`config.mk`:
```
export PLATFORM = sky130hd
export DESIGN_NAME = itcm_arbiter
export DESIGN_NICKNAME = d
export VERILOG_FILES = /design/src/rtl/itcm_arbiter.sv
export SDC_FILE = /design/constraint.sdc
export NUM_CORES = 1
export LEC_CHECK = 0
export BUFFER_PORTS_ARGS = -buffer_cell sky130_fd_sc_hd__buf_2
export CAP_MARGIN = 40
export CORE_AREA = 2 2 104 106
export CTS_CLUSTER_SIZE = 8
export DETAILED_ROUTE_END_ITERATION = 16
export DIE_AREA = 0 0 106 108
export GPL_ROUTABILITY_DRIVEN = 0
export SLEW_MARGIN = 0
export SYNTH_ARGS = -nofsm -noshare
export SYNTH_HDL_FRONTEND = slang
export SYNTH_SLANG_ARGS = --single-unit
```
`constraint.sdc`:
```
create_clock -name clk -period 3.2 [get_ports clk]
set_input_delay 0.48 -clock clk [delete_from_list [all_inputs] [get_ports clk]]
set_output_delay 0.48 -clock clk [all_outputs]
set_load 0.03 [all_outputs]
```
`src/rtl/itcm_arbiter.sv`:
```
// itcm_arbiter: round-robin IFU/LSU arbiter and one-cycle sequencer for the single-port ITCM RAM
module itcm_arbiter #(
  parameter int AW = 16,
  parameter int DW = 32,
  parameter int MW = DW / 8
) (
  input  logic          clk,
  input  logic          rst,
  input  logic          i_ifu_cmd_valid,
  output logic          o_ifu_cmd_ready,
  input  logic          i_ifu_cmd_read,
  input  logic [AW-1:0] i_ifu_cmd_addr,
  input  logic [MW-1:0] i_ifu_cmd_wmask,
  input  logic [DW-1:0] i_ifu_cmd_wdata,
  output logic          o_ifu_rsp_valid,
  input  logic          i_ifu_rsp_ready,
  output logic [DW-1:0] o_ifu_rsp_rdata,
  input  logic          i_lsu_cmd_valid,
  output logic          o_lsu_cmd_ready,
  input  logic          i_lsu_cmd_read,
  input  logic [AW-1:0] i_lsu_cmd_addr,
  input  logic [MW-1:0] i_lsu_cmd_wmask,
  input  logic [DW-1:0] i_lsu_cmd_wdata,
  output logic          o_lsu_rsp_valid,
  input  logic          i_lsu_rsp_ready,
  output logic [DW-1:0] o_lsu_rsp_rdata,
  output logic          o_ram_cs,
  output logic          o_ram_we,
  output logic [AW-1:0] o_ram_addr,
  output logic [MW-1:0] o_ram_wem,
  output logic [DW-1:0] o_ram_din,
  input  logic [DW-1:0] i_ram_dout
);
  logic          r_rsp_pend, r_rsp_own, r_rsp_rd, r_first, r_last_gnt;
  logic [DW-1:0] r_hold_q;
  logic          w_rsp_fire, w_accept, w_sel_lsu, w_fire, w_read;
  logic [DW-1:0] w_rdata;
  always_comb begin
    w_rsp_fire      = r_rsp_pend & (r_rsp_own ? i_lsu_rsp_ready : i_ifu_rsp_ready);
    w_accept        = !r_rsp_pend | w_rsp_fire;
    // on conflict the requester that did not win last time goes next
    w_sel_lsu       = i_lsu_cmd_valid & (!i_ifu_cmd_valid | !r_last_gnt);
    w_fire          = w_accept & (i_ifu_cmd_valid | i_lsu_cmd_valid);
    w_read          = w_sel_lsu ? i_lsu_cmd_read : i_ifu_cmd_read;
    o_ifu_cmd_ready = w_accept & i_ifu_cmd_valid & !w_sel_lsu;
    o_lsu_cmd_ready = w_accept & w_sel_lsu;
    o_ram_cs        = w_fire;
    o_ram_we        = w_fire & !w_read;
    o_ram_addr      = !w_fire ? '0 : w_sel_lsu ? i_lsu_cmd_addr : i_ifu_cmd_addr;
    o_ram_wem       = !(w_fire & !w_read) ? '0 : w_sel_lsu ? i_lsu_cmd_wmask : i_ifu_cmd_wmask;
    o_ram_din       = !w_fire ? '0 : w_sel_lsu ? i_lsu_cmd_wdata : i_ifu_cmd_wdata;
    // RAM output is only valid for one cycle, so later response cycles use the held copy
    w_rdata         = !r_rsp_rd ? '0 : r_first ? i_ram_dout : r_hold_q;
    o_ifu_rsp_valid = r_rsp_pend & !r_rsp_own;
    o_lsu_rsp_valid = r_rsp_pend & r_rsp_own;
    o_ifu_rsp_rdata = o_ifu_rsp_valid ? w_rdata : '0;
    o_lsu_rsp_rdata = o_lsu_rsp_valid ? w_rdata : '0;
  end
  always_ff @(posedge clk or posedge rst) begin
    if (rst) begin
      r_rsp_pend <= 1'b0;
      r_rsp_own  <= 1'b0;
      r_rsp_rd   <= 1'b0;
      r_first    <= 1'b0;
      r_hold_q   <= '0;
      r_last_gnt <= 1'b1;
    end else begin
      if (r_first) r_hold_q <= i_ram_dout;
      r_first <= w_fire;
      if (w_fire) begin
        r_rsp_pend <= 1'b1;
        r_rsp_own  <= w_sel_lsu;
        r_rsp_rd   <= w_read;
        r_last_gnt <= w_sel_lsu;
      end else if (w_rsp_fire) begin
        r_rsp_pend <= 1'b0;
      end
    end
  end
endmodule

```
Word level (Yosys, flattened, before mapping)
Index checks and enable logic that the tools add are counted.
{"block": "totals", "out_inout_bits": 122, "input_bits": 144, "reg_bits": 37, "word_cells": 39}
{"block": "op_classes", "n_mux": 14, "bitwise_logic": 12, "n_reduce_logical": 7}
{"cell": "32-bit two-way mux", "n": 6}
{"cell": "16-bit two-way mux", "n": 2}
{"cell": "1-bit AND", "n": 9}
{"cell": "4-bit two-way mux", "n": 2}
{"cell": "1-bit logical NOT", "n": 6}
{"cell": "1-bit two-way mux", "n": 4}
{"cell": "1-bit bitwise OR", "n": 3}
{"cell": "2-bit nonzero test", "n": 1}

Logic depth before layout (Yosys ltp)
Gate-level depths: netlist of the first run.
{"block": "logic_depth", "ltp_word": 7, "depth_mapped": 5, "depth_no_buf": 4}

Worst setup path before layout of the first run
Ideal clock, no wire load.
{"block": "synth_path", "kind": "flip-flop to output port", "from": "reg r_last_gnt", "to": "out o_ram_din[21]", "slack_ns": 1.035, "path_stages_with_launch": 6, "arrival_time_ns": 1.685, "required_time_ns": 2.720, "path_buffers": 2, "path_cell_list": "dfstp_2 a21bo_2 buf_2 clkbuf_1 nand2_1 a21oi_1"}
{"block": "synth_via", "elab_chain_cells": 5}
{"item": "from (decl)", "line": "34", "rtl": "logic r_rsp_pend, r_rsp_own, r_rsp_rd, r_first, r_last_gnt;"}
{"item": "from (signal assigned)", "line": "74", "rtl": "r_last_gnt <= w_sel_lsu;"}
{"item": "1-bit logical NOT", "line": "42", "rtl": "w_sel_lsu = i_lsu_cmd_valid & (!i_ifu_cmd_valid | !r_last_gnt);"}
{"item": "1-bit bitwise OR", "line": "42"}
{"item": "1-bit AND", "line": "42"}
{"item": "32-bit two-way mux (2 in series)", "line": "51", "rtl": "o_ram_din = !w_fire ? '0 : w_sel_lsu ? i_lsu_cmd_wdata : i_ifu_cmd_wdata;"}
{"item": "to (decl)", "line": "31", "rtl": "output logic [DW-1:0] o_ram_din,"}
No other way between the ends.

Worst setup path in the final report of the first run
{"block": "layout_path", "from": "reg r_last_gnt", "to": "out o_ram_addr[13]"}
{"block": "layout_via", "elab_chain_cells": 5}
{"item": "1-bit logical NOT", "line": "42"}
{"item": "1-bit bitwise OR", "line": "42"}
{"item": "1-bit AND", "line": "42"}
{"item": "16-bit two-way mux (2 in series)", "line": "49", "rtl": "o_ram_addr = !w_fire ? '0 : w_sel_lsu ? i_lsu_cmd_addr : i_ifu_cmd_addr;"}
{"item": "to (decl)", "line": "29", "rtl": "output logic [AW-1:0] o_ram_addr,"}
No other way between the ends.

==> results of run 1 <==
-- kinds of logic (layout without fill, tap and decap cells) --
group	after synthesis	after routing	share of synthesized area [%]
AOI/OAI and AO/OA	59	59	12.7
buffers and inverters	62	315	9.55
muxes	36	36	14.4
and+or+nand+nor	178	178	27.4
DFF	37	37	35.9
-- sequential cells by signal, summed over array words and instances (netlist names) --
signal,flops
r_rsp_own,1
r_hold_q,32
r_last_gnt,1
r_rsp_pend,1
r_first,1
r_rsp_rd,1
-- synthesized netlist by cell type --
| master | count |
|---|---|
| sky130_fd_sc_hd__nor2b_1 | 1 |
| sky130_fd_sc_hd__nand2_1 | 98 |
| sky130_fd_sc_hd__nand3b_1 | 9 |
| sky130_fd_sc_hd__a21o_1 | 1 |
| sky130_fd_sc_hd__a22o_1 | 1 |
| sky130_fd_sc_hd__clkbuf_1 | 13 |
| sky130_fd_sc_hd__nand3_1 | 1 |
| sky130_fd_sc_hd__dfrtp_1 | 36 |
| sky130_fd_sc_hd__a21oi_1 | 53 |
| sky130_fd_sc_hd__mux2i_1 | 33 |
| sky130_fd_sc_hd__o21ai_0 | 1 |
| sky130_fd_sc_hd__a21boi_2 | 1 |
| sky130_fd_sc_hd__mux2_2 | 1 |
| sky130_fd_sc_hd__dfstp_2 | 1 |
| sky130_fd_sc_hd__inv_1 | 34 |
| sky130_fd_sc_hd__buf_2 | 11 |
| sky130_fd_sc_hd__inv_2 | 1 |
| sky130_fd_sc_hd__mux2_4 | 2 |
| sky130_fd_sc_hd__and2_1 | 1 |
| sky130_fd_sc_hd__nor2_1 | 68 |
| sky130_fd_sc_hd__a21bo_2 | 1 |
| sky130_fd_sc_hd__buf_1 | 3 |
| sky130_fd_sc_hd__o22ai_4 | 1 |
-- worst max-delay path, cell delays in order, from the launching register on --
cell	delay, ns
sky130_fd_sc_hd__dfstp_2	0.59
sky130_fd_sc_hd__a21bo_2	0.55
sky130_fd_sc_hd__buf_12	0.24
sky130_fd_sc_hd__nand2_1	0.07
sky130_fd_sc_hd__a21oi_1	0.22
sky130_fd_sc_hd__buf_2	0.24
-- final cells by class --
type                            count  area (um2)  area share, %
Clock buffer                        5        68.8           1.66
Tap cell                          136         170           4.11
Inverter                           35         131           3.17
Sequential cell                    37         928           22.4
Timing Repair Buffer              272        1400           33.9
Multi-Input combinational cell    273        1420           34.2
Clock inverter                      3        21.3          0.514
-- power by group through the flow --
stage | clock, mW | sequential [mW] | combinational [mW]
floorplan | 0 | 0.657 | 1.39
CTS | 0.342 | 0.676 | 1.95
global route | 0.360 | 0.691 | 2.08
global placement | 0 | 0.720 | 1.87
detailed placement | 0 | 0.686 | 1.94
finish | 0.321 | 0.676 | 1.93
-- worst max-delay path by stage --
stage	end	cells past startpoint
floorplan	o_ram_din[21]	5
global placement	o_ram_addr[13]	6
detailed placement	o_ram_addr[13]	6
CTS	o_ram_addr[13]	5
global route	o_ram_addr[12]	5
finish	o_ram_addr[13]	5
-- layout by cell type, fill, tap and decap left out, types with 2 or more instances in the layout --
master	Yosys	layout
sky130_fd_sc_hd__mux2_4	2	2
sky130_fd_sc_hd__nand2_1	98	98
sky130_fd_sc_hd__nor2_1	68	68
sky130_fd_sc_hd__inv_1	34	34
sky130_fd_sc_hd__buf_12	0	2
sky130_fd_sc_hd__dfrtp_1	36	35
sky130_fd_sc_hd__a21oi_1	53	53
sky130_fd_sc_hd__buf_2	11	265
sky130_fd_sc_hd__mux2i_1	33	33
sky130_fd_sc_hd__clkbuf_8	0	5
sky130_fd_sc_hd__buf_4	0	5
sky130_fd_sc_hd__nand3b_1	9	9
-- metal layers --
metal | share of wire [%] | vias to the layer above | track usage, %
met1 | 40 | 1448 | 17.9
met5 | 0 | - | 0
met3 | 7.6 | 10 | 3.38
met4 | 1.7 | 0 | 4.42
met2 | 51 | 162 | 28.1
li1 | - | 1671 | -
==> Flow_metrics.wiki, run 1 <==
{| class="wikitable"
! Metric !! Value
|-
| Placed cell areas || a little over 4000 um2
|-
| DRT Pass-1 Iters || 4
|-
| Count of distinct cell types in the synthesized netlist || 23
|-
| Post-DP HPWL || between 7 and 8 mm
|-
| Clock transition at path regs || 0.07 ns
|-
| Gates resized, CTS repair || 0
|-
| Via count || approximately 3,300
|-
| Antenna Violating Nets Remaining || 0
|-
| TritonCTS clock tree || built
|-
| Status || complete, no violations
|-
| Comb pwr share || approximately two thirds
|-
| Utilization after layout || roughly two fifths
|-
| Setup crit end kind || output pin
|-
| Startpoint class of the critical path || register
|-
| 1st-iter DRT viols || 188
|-
| Global-route wire length before repair || between 10 and 15 mm
|-
| Final WS setup || a little over 0.5 ns
|-
| Layout cell share with drive strength beyond 1 || 46.2%
|-
| Initial Util || around 25%
|-
| Least-Margin Pin Slew || about 0.61 ns
|-
| Maximum number of pins on one net before global-route repair || 54
|-
| Worst hold path type || input port to async pin
|-
| Placed cell count || roughly 750
|-
| Reg-to-reg critical path startpoint || r_last_gnt$_DFFE_PP1P_
|-
| Avg Vias per Cell || between 4 and 5
|-
| PnR Total Power || between 2 and 3 mW
|-
| Reg2reg path depth || 3
|-
| Total count of hold-check failures in the final report || 0
|-
| Setup repair after global routing missed its margin || false
|-
| Initial antenna violation count || 0
|-
| Internal power contribution || around 1.3 mW
|-
| Final-stage net count || 768
|-
| Max-slew violations || 0
|-
| Biggest fanout along the worst timing path || 29
|-
| Count of non-filler cells in the finished layout || around 760
|-
| Origin of the worst setup path || r_last_gnt$_DFFE_PP1P_
|-
| Final total negative setup slack || 0 ns
|-
| Hold-fix buffer count after cts || 0
|-
| I/O Pins || approximately 270
|-
| Worst clock skew on the final layout || ~0.0034 ns
|-
| Post-synthesis cell area || between 2000 and 3000 um2
|-
| Arrival time of data at the critical path endpoint || ~2.2 ns
|-
| Die Wd || approximately 110 um
|-
| Shortest clock period the worst path allows after layout || 2.69 ns
|-
| Total CTS buffers || 5
|-
| Maximum buffer depth of the clock tree || 2
|-
| Area enclosed by the die boundary || about 11,000 um2
|-
| Pre-CTS setup slack || between 0.7 and 0.8 ns
|-
| Slack of the worst reg-to-reg path || approximately 1.3 ns
|-
| Final setup vio count || 0
|-
| Count of yosys warnings during synthesis || 0
|-
| Synthesized netlist net count || ~520
|-
| Global route overflow || 0
|-
| Total net switching power || 1.59 mW
|-
| Fmax achieved || ~0.37 GHz
|-
| Gate Count Post-Synth || approximately 370
|-
| Port buffer count || approximately 270
|-
| Type of the setup path with the least slack || register to output pin
|-
| Core region area || just over 10,000 um2
|-
| Total routed wirelength || between 9 and 10 mm
|-
| Number of synthesized register bits || 37
|-
| Number of global-route vias before repair || a little over 3,000
|-
| Number of inserted diodes || 0
|-
| Vertical extent of the die || 108 um
|-
| Switch share || 54.4%
|-
| Synth top area cells || sky130_fd_sc_hd__dfrtp_1 35%, sky130_fd_sc_hd__nand2_1 14%, sky130_fd_sc_hd__mux2i_1 13%
|-
| Share of the synthesized area in the top cell type || between 30% and 40%
|-
| Lkg Pwr || 2.55 nW
|-
| Skew-Pair Late Insertion Delay || roughly 0.28 ns
|-
| Filler Cell Count || ~1,100
|-
| Max_cap viols || 0
|-
| All-layer global routing usage || between 10% and 20%
|-
| Relative contribution of sequential cells to total power || a little under a quarter
|-
| Clock power share || 11.0%
|-
| Endpoint of the lowest-slack register-to-register path || r_rsp_rd$_DFFE_PP0P_
|-
| Count of standard-cell rows || 37
|-
| Mean instance size in the synthesized netlist || around 6.9 um2
|-
| Post-layout instance area || a little over 4000 um2
|-
| Wire length per cell || ~13 um
|-
| Area grow syn2layout || 60.3%
|-
| Total number of H-tree levels || 2
|-
| Worst hold margin || slightly below 0.3 ns
|-
| Normalized max-slew margin || 59.4%
|-
| Root Buffer Master || sky130_fd_sc_hd__clkbuf_8
|-
| Setup repair bufs after CTS || 0
|-
| Worst ir drop on vdd || roughly 0.31 mV
|-
| WP data required || ~2.7 ns
|-
| DRC violations left || 0
|-
| Final period utilization || 84.0%
|-
| Power per standard cell area || 708 nW/um2
|-
| Sequential area share after synthesis || 35.9%
|-
| Cell type contributing the most total cell area after synthesis || sky130_fd_sc_hd__dfrtp_1
|-
| Number of clock sinks seen by CTS || 37
|}
Power figures use the tool's default switching activity.
==> run 2, diff against run 1 <==
- ABC_AREA: unset -> 1
- clock period: 3.2 -> 2.6 ns (I/O delays scaled with it)
==> run 2 against run 1 <==
  * Cell area rose by 3.4%
  * Synthesized cell count rose by 24%
  * Core utilization rose by 1.4 points
  * Setup slack got worse by 0.26 ns
  * Area after synthesis rose by 8.1%
  * Cell count rose by 11%
  * Count of clock-buffer cells in the layout rose by 1
  * Via count rose by 16%
  * Sequential share of layout area fell by 0.73 points
  * Clock skew rose by 0.00078 ns
  * Hold slack got worse by 0.076 ns
  * Combinational power rose by 60%
==> Flow_metrics.wiki, run 2 <==
{| class="wikitable"
! Metric !! Value
|-
| Status || complete, no violations
|-
| All-layer global routing usage || 17.5% (+2.2 points)
|-
| Synth top area cells || sky130_fd_sc_hd__dfrtp_1 32%, sky130_fd_sc_hd__nand2_1 17%, sky130_fd_sc_hd__nand3_1 9.9%
|-
| Maximum buffer depth of the clock tree || 2 (unchanged)
|-
| Gate Count Post-Synth || 463 (+24%)
|-
| Gates resized, CTS repair || 0 (unchanged)
|-
| Count of standard-cell rows || 37 (unchanged)
|-
| Global route overflow || 0 (unchanged)
|-
| Final total negative setup slack || 0 ns (unchanged)
|-
| Most numerous cell on the critical path || sky130_fd_sc_hd__nand2_2
|-
| Total CTS buffers || 5 (unchanged)
|-
| WP data required || 2.21 ns (-0.51 ns)
|-
| PnR Total Power || 4.57 mW (+56%)
|-
| Largest register FFs || 32 (unchanged)
|-
| Setup crit end kind || output pin
|-
| Number of global-route vias before repair || 3,389 (+12%)
|-
| Maximum number of pins on one net before global-route repair || 65 (+20%)
|-
| Initial antenna violation count || 0 (unchanged)
|-
| Post-layout instance area || 4280 um2 (+3.4%)
|-
| Power per standard cell area || 1070 nW/um2 (+51%)
|-
| Commonest non-fill, non-tap cells in the layout || 265 x sky130_fd_sc_hd__buf_2, 130 x sky130_fd_sc_hd__nand2_1, 69 x sky130_fd_sc_hd__nor2_1, 55 x sky130_fd_sc_hd__nand3_1, 48 x sky130_fd_sc_hd__a21oi_1
|-
| Number of synthesized register bits || 37 (unchanged)
|-
| Lkg Pwr || 2.59 nW (+1.6%)
|-
| Initial Util || 27.3% (+2.1 points)
|-
| Final-stage net count || 849 (+11%)
|-
| I/O Pins || 266 (unchanged)
|-
| Setup repair after global routing missed its margin || false
|-
| Worst path bufs/invs || 2 (unchanged)
|-
| Total routed wirelength || 10.7 mm (+12%)
|-
| Setup repair bufs after CTS || 0 (unchanged)
|-
| Worst hold margin || 0.216 ns (-0.0759 ns)
|-
| Sequential area share after synthesis || 33.2% (-2.7 points)
|-
| Top register by number of flip-flops || r_hold_q
|-
| Placed cell areas || 4160 um2 (+2.7%)
|-
| Worst clock skew on the final layout || 0.00417 ns (+0.000779 ns)
|-
| Count of distinct cell types in the synthesized netlist || 17 (-26%)
|-
| Number of inserted diodes || 0 (unchanged)
|-
| Slack of the worst reg-to-reg path || 1.27 ns (-0.06 ns)
|-
| 1st-iter DRT viols || 222 (+18%)
|-
| Total number of H-tree levels || 2 (unchanged)
|-
| Clock transition at path regs || 0.07 ns (about the same)
|-
| DRC violations left || 0 (unchanged)
|-
| Least-Margin Pin Slew || 0.507 ns (-0.102 ns)
|-
| DRT Pass-1 Iters || 4 (unchanged)
|-
| Count of non-filler cells in the finished layout || 842 (+11%)
|-
| Shortest clock period the worst path allows after layout || 2.35 ns
|-
| Post-synthesis cell area || 2790 um2 (+8.1%)
|-
| Commonest cells in the netlist || 130 x sky130_fd_sc_hd__nand2_1, 69 x sky130_fd_sc_hd__nor2_1, 55 x sky130_fd_sc_hd__nand3_1, 48 x sky130_fd_sc_hd__a21oi_1, 44 x sky130_fd_sc_hd__inv_1
|-
| Max-slew violations || 0 (unchanged)
|-
| Synthesized netlist net count || 607 (+18%)
|-
| Avg Vias per Cell || 4.52 (+4.6%)
|-
| Global-route wire length before repair || 16.1 mm (+12%)
|-
| Layout cell share with drive strength beyond 1 || 40.8% (-5.4 points)
|-
| Fmax achieved || approximately 0.43 GHz
|-
| Antenna Violating Nets Remaining || 0 (unchanged)
|-
| Most common library cell in the layout ignoring fill and taps || sky130_fd_sc_hd__buf_2
|-
| TritonCTS clock tree || built
|-
| Startpoint class of the critical path || register
|-
| Cell type contributing the most total cell area after synthesis || sky130_fd_sc_hd__dfrtp_1
|-
| Count of yosys warnings during synthesis || 0 (unchanged)
|-
| Number of clock sinks seen by CTS || 37 (unchanged)
|-
| Worst ir drop on vdd || 0.478 mV (+56%)
|-
| Biggest fanout along the worst timing path || 37 (+28%)
|-
| Total count of hold-check failures in the final report || 0 (unchanged)
|-
| Maximum cell stage delay along the critical path || 0.55 ns (-0.04 ns)
|-
| Via count || 3,809 (+16%)
|-
| Area grow syn2layout || 53.3%
|-
| Skew-Pair Late Insertion Delay || 0.28 ns (about the same)
|-
| Area enclosed by the die boundary || 11,400 um2 (unchanged)
|-
| Normalized max-slew margin || 66.2% (+6.8 points)
|-
| Final setup vio count || 0 (unchanged)
|-
| Placed cell count || 834 (+11%)
|-
| Number of flops mapped to enable cells by yosys || 0 (unchanged)
|-
| Cell breakdown of the critical path || nand2_2, nand2_2, buf_12, nand2_1, a21oi_1, buf_2
|-
| Worst hold path type || input port to async pin
|-
| Die Wd || 106 um (unchanged)
|-
| Port buffer count || 265 (unchanged)
|-
| Core region area || 10,200 um2 (unchanged)
|-
| Final period utilization || 90.3%
|-
| Most used flip-flop cell after synthesis || sky130_fd_sc_hd__dfrtp_1
|-
| Wire length per cell || 12.7 um (+1.5%)
|-
| Share of the synthesized area in the top cell type || 32.3% (-2.6 points)
|-
| Hold-fix buffer count after cts || 0 (unchanged)
|-
| Post-DP HPWL || 8.54 mm (+10%)
|-
| Critical Path Slowest Stage Cell || sky130_fd_sc_hd__dfstp_2
|-
| Arrival time of data at the critical path endpoint || 1.96 ns (-0.25 ns)
|-
| Cell family with the largest share of critical-path delay || flip-flops
|-
| Dominant cell by count in the synthesized netlist || sky130_fd_sc_hd__nand2_1
|-
| Mean instance size in the synthesized netlist || 6.03 um2 (-13%)
|-
| Type of the setup path with the least slack || register to output pin
|-
| Vertical extent of the die || 108 um (unchanged)
|-
| Root Buffer Master || sky130_fd_sc_hd__clkbuf_8
|-
| Asr flop ratio synth || 100% (unchanged)
|-
| Max_cap viols || 0 (unchanged)
|}
## run 2: cell count changes after synthesis, sizes merged, moves of 9 or more
cell    delta
nand3b     -9
buf       +14
nand3     +54
mux2i     -33
nand2     +35
o21ai     +34
inv        +9
## run 2: path summary, 6_finish.rpt
check | start | endpoint | depth (start not counted)
setup / recovery | r_last_gnt$_DFFE_PP1P_ | o_ram_addr[15] | 6
hold reg to reg | r_hold_q[15]$_DFF_PP0_ | r_hold_q[15]$_DFF_PP0_ | 2
max in group asynchronous | rst | r_first$_DFF_PP0_ | 3
setup reg to reg | r_last_gnt$_DFFE_PP1P_ | r_rsp_rd$_DFFE_PP0P_ | 5
hold / removal | rst | r_hold_q[3]$_DFF_PP0_ | 3
min in group clk | i_ram_dout[30] | r_hold_q[30]$_DFF_PP0_ | 3
## run 2: cell families after synthesis
logic type             after synthesis  share of synthesized area (%)
flip-flops                          37                           33.2
AND/OR/NAND/NOR                    259                           37.7
buffers and inverters               84                           14.2
AO/OA/AOI/OAI                       83                           14.9
## run 2: cell type report
cell class | count | area [um2]
Fill cell | 1125 | 5950
Multi-Input combinational cell | 342 | 1470
Timing Repair Buffer | 275 | 1430
Sequential cell | 37 | 928
Tap cell | 136 | 170
Inverter | 44 | 165
Clock buffer | 6 | 82.6
Clock inverter | 2 | 37.5
## run 2: routing by layer
| metal | track usage (%) | vias to the layer above | share of wire, % |
|---|---|---|---|
| met2 | 32.4 | 196 | 50 |
| li1 | - | 1937 | - |
| met4 | 5.73 | 0 | 2.4 |
| met1 | 19.7 | 1655 | 39 |
| met3 | 4.28 | 21 | 8.4 |
| met5 | 0 | - | 0 |
## run 2: report_power, final
group / internal [mW] / leakage, nW / switching [mW]
combinational: 0.820 / 2.09 / 2.27
sequential: 0.865 / 0.446 / 0.0965
clock: 0.312 / 0.0574 / 0.201
total: 2.00 / 2.59 / 2.57
## run 2: worst register-to-register path, delay by kind of cell, from the launching register on
| kind | cells | cell delay (ns) |
|---|---|---|
| flip-flops | 1 | 0.55 |
| AO/OA/AOI/OAI | 1 | 0.08 |
| AND/OR/NAND/NOR | 4 | 0.58 |
## run 2: stage by stage
stage | setup slack (ns) | utilization, %
6_report | 0.251 | 41.8
4_1_cts | 0.236 | 41.8
5_1_grt | 0.0545 | 41.8
3_3_place_gp | 0.534 | 40.7
3_5_place_dp | 0.471 | 40.7
2_1_floorplan | 0.675 | -
==> run 3, diff against run 2 <==
- RECOVER_POWER: unset -> 100
==> run 3 against run 2 <==
  * Core utilization decreased by 1.2 points
  * Setup slack got worse by 0.077 ns
  * Critical path type unchanged
  * Cell area decreased by 2.8%
  * Power decreased by 2.6%
  * Clock skew about the same
  * Non-clock buffer count unchanged
  * Register-to-register slack about the same
  * Count of clock-buffer cells in the layout unchanged
  * Clock power about the same
  * Maximum frequency decreased by 3.2%
  * Sequential share of layout area increased by 0.62 points
==> Flow_metrics.wiki, run 3 (synthesis gave the netlist of run 2 again) <==
{| class="wikitable"
! Metric !! Value
|-
| Status || complete, no violations
|-
| Global route overflow || 0 (unchanged)
|-
| Most common library cell in the layout ignoring fill and taps || sky130_fd_sc_hd__buf_2
|-
| Global-route wire length before repair || 16.1 mm (unchanged)
|-
| Count of standard-cell rows || 37 (unchanged)
|-
| Utilization after layout || 40.7% (-1.2 points)
|-
| Fmax achieved || 0.412 GHz (-3.2%)
|-
| Type of the setup path with the least slack || register to output pin
|-
| Area of the multi-input gates || 1470 um2 (unchanged)
|-
| Number of global-route vias before repair || 3,389 (unchanged)
|-
| Biggest fanout along the worst timing path || 37 (unchanged)
|-
| Cell breakdown of the critical path || nand2_2, nand2_2, buf_12, nand2_1, a21oi_1, clkbuf_1
|-
| Core region area || 10,200 um2 (unchanged)
|-
| Skew-Pair Late Insertion Delay || 0.28 ns (about the same)
|-
| Final total negative setup slack || 0 ns (unchanged)
|-
| Area grow syn2layout || 49.0%
|-
| Total CTS buffers || 5 (unchanged)
|-
| Via count || 3,808 (-0.026%)
|-
| Area enclosed by the die boundary || 11,400 um2 (unchanged)
|-
| Port buffer count || 265 (unchanged)
|-
| Post-DP HPWL || 8.54 mm (unchanged)
|-
| Most numerous cell on the critical path || sky130_fd_sc_hd__nand2_2
|-
| Sequential cell area || 928 um2 (unchanged)
|-
| Normalized max-slew margin || 55.1% (-11 points)
|-
| DRT Pass-1 Iters || 5 (+1)
|-
| Reg2reg path depth || 5 (unchanged)
|-
| DRC violations left || 0 (unchanged)
|-
| Max-slew violations || 0 (unchanged)
|-
| Setup repair after global routing missed its margin || false
|-
| All-layer global routing usage || 17.5% (unchanged)
|-
| Layout cell share with drive strength beyond 1 || 27.9% (-13 points)
|-
| Initial Util || 27.3% (unchanged)
|-
| I/O Pins || 266 (unchanged)
|-
| Largest register FFs || 32 (unchanged)
|-
| Final WS setup || 0.174 ns (-0.0770 ns)
|-
| Hold-fix buffer count after cts || 0 (unchanged)
|-
| Arrival time of data at the critical path endpoint || 2.04 ns (+0.08 ns)
|-
| Avg Vias per Cell || 4.52 (about the same)
|-
| Worst ir drop on vdd || 0.450 mV (-5.9%)
|-
| Critical Path Slowest Stage Cell || sky130_fd_sc_hd__dfstp_2
|-
| Lkg Pwr || 2.21 nW (-15%)
|-
| Shortest clock period the worst path allows after layout || 2.43 ns (+0.0770 ns)
|-
| Number of clock sinks seen by CTS || 37 (unchanged)
|-
| Final period utilization || 93.3% (+3.0 points)
|-
| Worst clock skew on the final layout || 0.00420 ns (+0.0000324 ns)
|-
| Filler Cell Count || 1,197 (+6.4%)
|-
| Final setup vio count || 0 (unchanged)
|-
| Placed cell areas || 4160 um2 (unchanged)
|-
| Die Wd || 106 um (unchanged)
|-
| Power per standard cell area || 1070 nW/um2 (+0.15%)
|-
| Antenna Violating Nets Remaining || 0 (unchanged)
|-
| Clock transition at path regs || 0.07 ns (about the same)
|-
| Final-stage net count || 849 (unchanged)
|-
| Maximum buffer depth of the clock tree || 2 (unchanged)
|-
| Maximum cell stage delay along the critical path || 0.54 ns (about the same)
|-
| Gates resized, CTS repair || 0 (unchanged)
|-
| Post-layout instance area || 4160 um2 (-2.8%)
|-
| Worst hold margin || 0.216 ns (-0.000580 ns)
|-
| Root Buffer Master || sky130_fd_sc_hd__clkbuf_8
|-
| Total number of H-tree levels || 2 (unchanged)
|-
| Vertical extent of the die || 108 um (unchanged)
|-
| Total routed wirelength || 10.8 mm (+1.1%)
|-
| Setup crit end kind || output pin
|-
| Least-Margin Pin Slew || 0.673 ns (+0.167 ns)
|-
| Total count of hold-check failures in the final report || 0 (unchanged)
|-
| WP data required || 2.21 ns (about the same)
|-
| 1st-iter DRT viols || 239 (+7.7%)
|-
| Number of inserted diodes || 0 (unchanged)
|-
| Wire length per cell || 12.8 um (+1.1%)
|-
| TritonCTS clock tree || built
|-
| Top register by number of flip-flops || r_hold_q
|-
| Max_cap viols || 0 (unchanged)
|-
| Startpoint class of the critical path || register
|-
| Setup repair bufs after CTS || 0 (unchanged)
|-
| Maximum number of pins on one net before global-route repair || 65 (unchanged)
|-
| Initial antenna violation count || 0 (unchanged)
|-
| Worst hold path type || input port to async pin
|-
| Pre-CTS setup slack || 0.471 ns (unchanged)
|-
| Commonest non-fill, non-tap cells in the layout || 147 x sky130_fd_sc_hd__buf_2, 130 x sky130_fd_sc_hd__nand2_1, 91 x sky130_fd_sc_hd__clkbuf_1, 69 x sky130_fd_sc_hd__nor2_1, 55 x sky130_fd_sc_hd__nand3_1
|}
run 3: cell types whose count changed in the layout (fill, tap and decap cells not counted):
cell                       before  now
sky130_fd_sc_hd__buf_2        265  147
sky130_fd_sc_hd__buf_4          8    6
sky130_fd_sc_hd__clkbuf_1       0   91
sky130_fd_sc_hd__clkbuf_2       0   29
sky130_fd_sc_hd__o21ai_0       15   34
sky130_fd_sc_hd__o21ai_1       20    1
run 3: metal layers:
layer  GRT usage, %  up-vias  wire length, um
li1               -     1936                -
met1           19.7     1656             4270
met2           32.4      195             5370
met3           4.28       21              930
met4           5.73        0              244
met5              0        -                0
run 3: path summary, 6_finish.rpt:
check	startpoint	end	slack (ns)
worst min register to register	r_last_gnt$_DFFE_PP1P_	r_last_gnt$_DFFE_PP1P_	0.52
worst min-delay path	rst	r_hold_q[11]$_DFF_PP0_	0.22
max in group asynchronous	rst	r_first$_DFF_PP0_	2.03
worst max-delay path	r_last_gnt$_DFFE_PP1P_	o_ram_addr[3]	0.17
worst max register to register	r_last_gnt$_DFFE_PP1P_	r_rsp_rd$_DFFE_PP0P_	1.27
min in group clk	i_ram_dout[30]	r_hold_q[30]$_DFF_PP0_	0.34
run 3: report_power, final:
part           internal, mW  total [mW]  leakage (nW)  switching, mW
registers             0.865       0.962         0.446         0.0971
clock network         0.312       0.514        0.0574          0.203
logic                 0.695        2.97          1.70           2.28
total                  1.87        4.45          2.21           2.57
run 3: stage by stage:
step	cells	total power, mW
2_1_floorplan	463	3.25
3_3_place_gp	834	4.03
3_5_place_dp	834	4.09
4_1_cts	842	4.62
5_1_grt	842	4.82
6_report	842	4.45
run 3: area by class of cell:
cell class / count / area share (%)
repair buffers: 275 / 31.4
well taps: 136 / 4.09
clock inverters: 2 / 0.902
multi-input cells: 342 / 35.3
inverters: 44 / 3.97
clock buffers: 6 / 1.98
flip-flops and latches: 37 / 22.3
run 3: critical path: cells and delay by family (launching register included):
kind | cells | cell delay (ns)
AOI/OAI and AO/OA | 1 | 0.16
and+or+nand+nor | 3 | 0.45
DFF | 1 | 0.54
buffers and inverters | 2 | 0.58
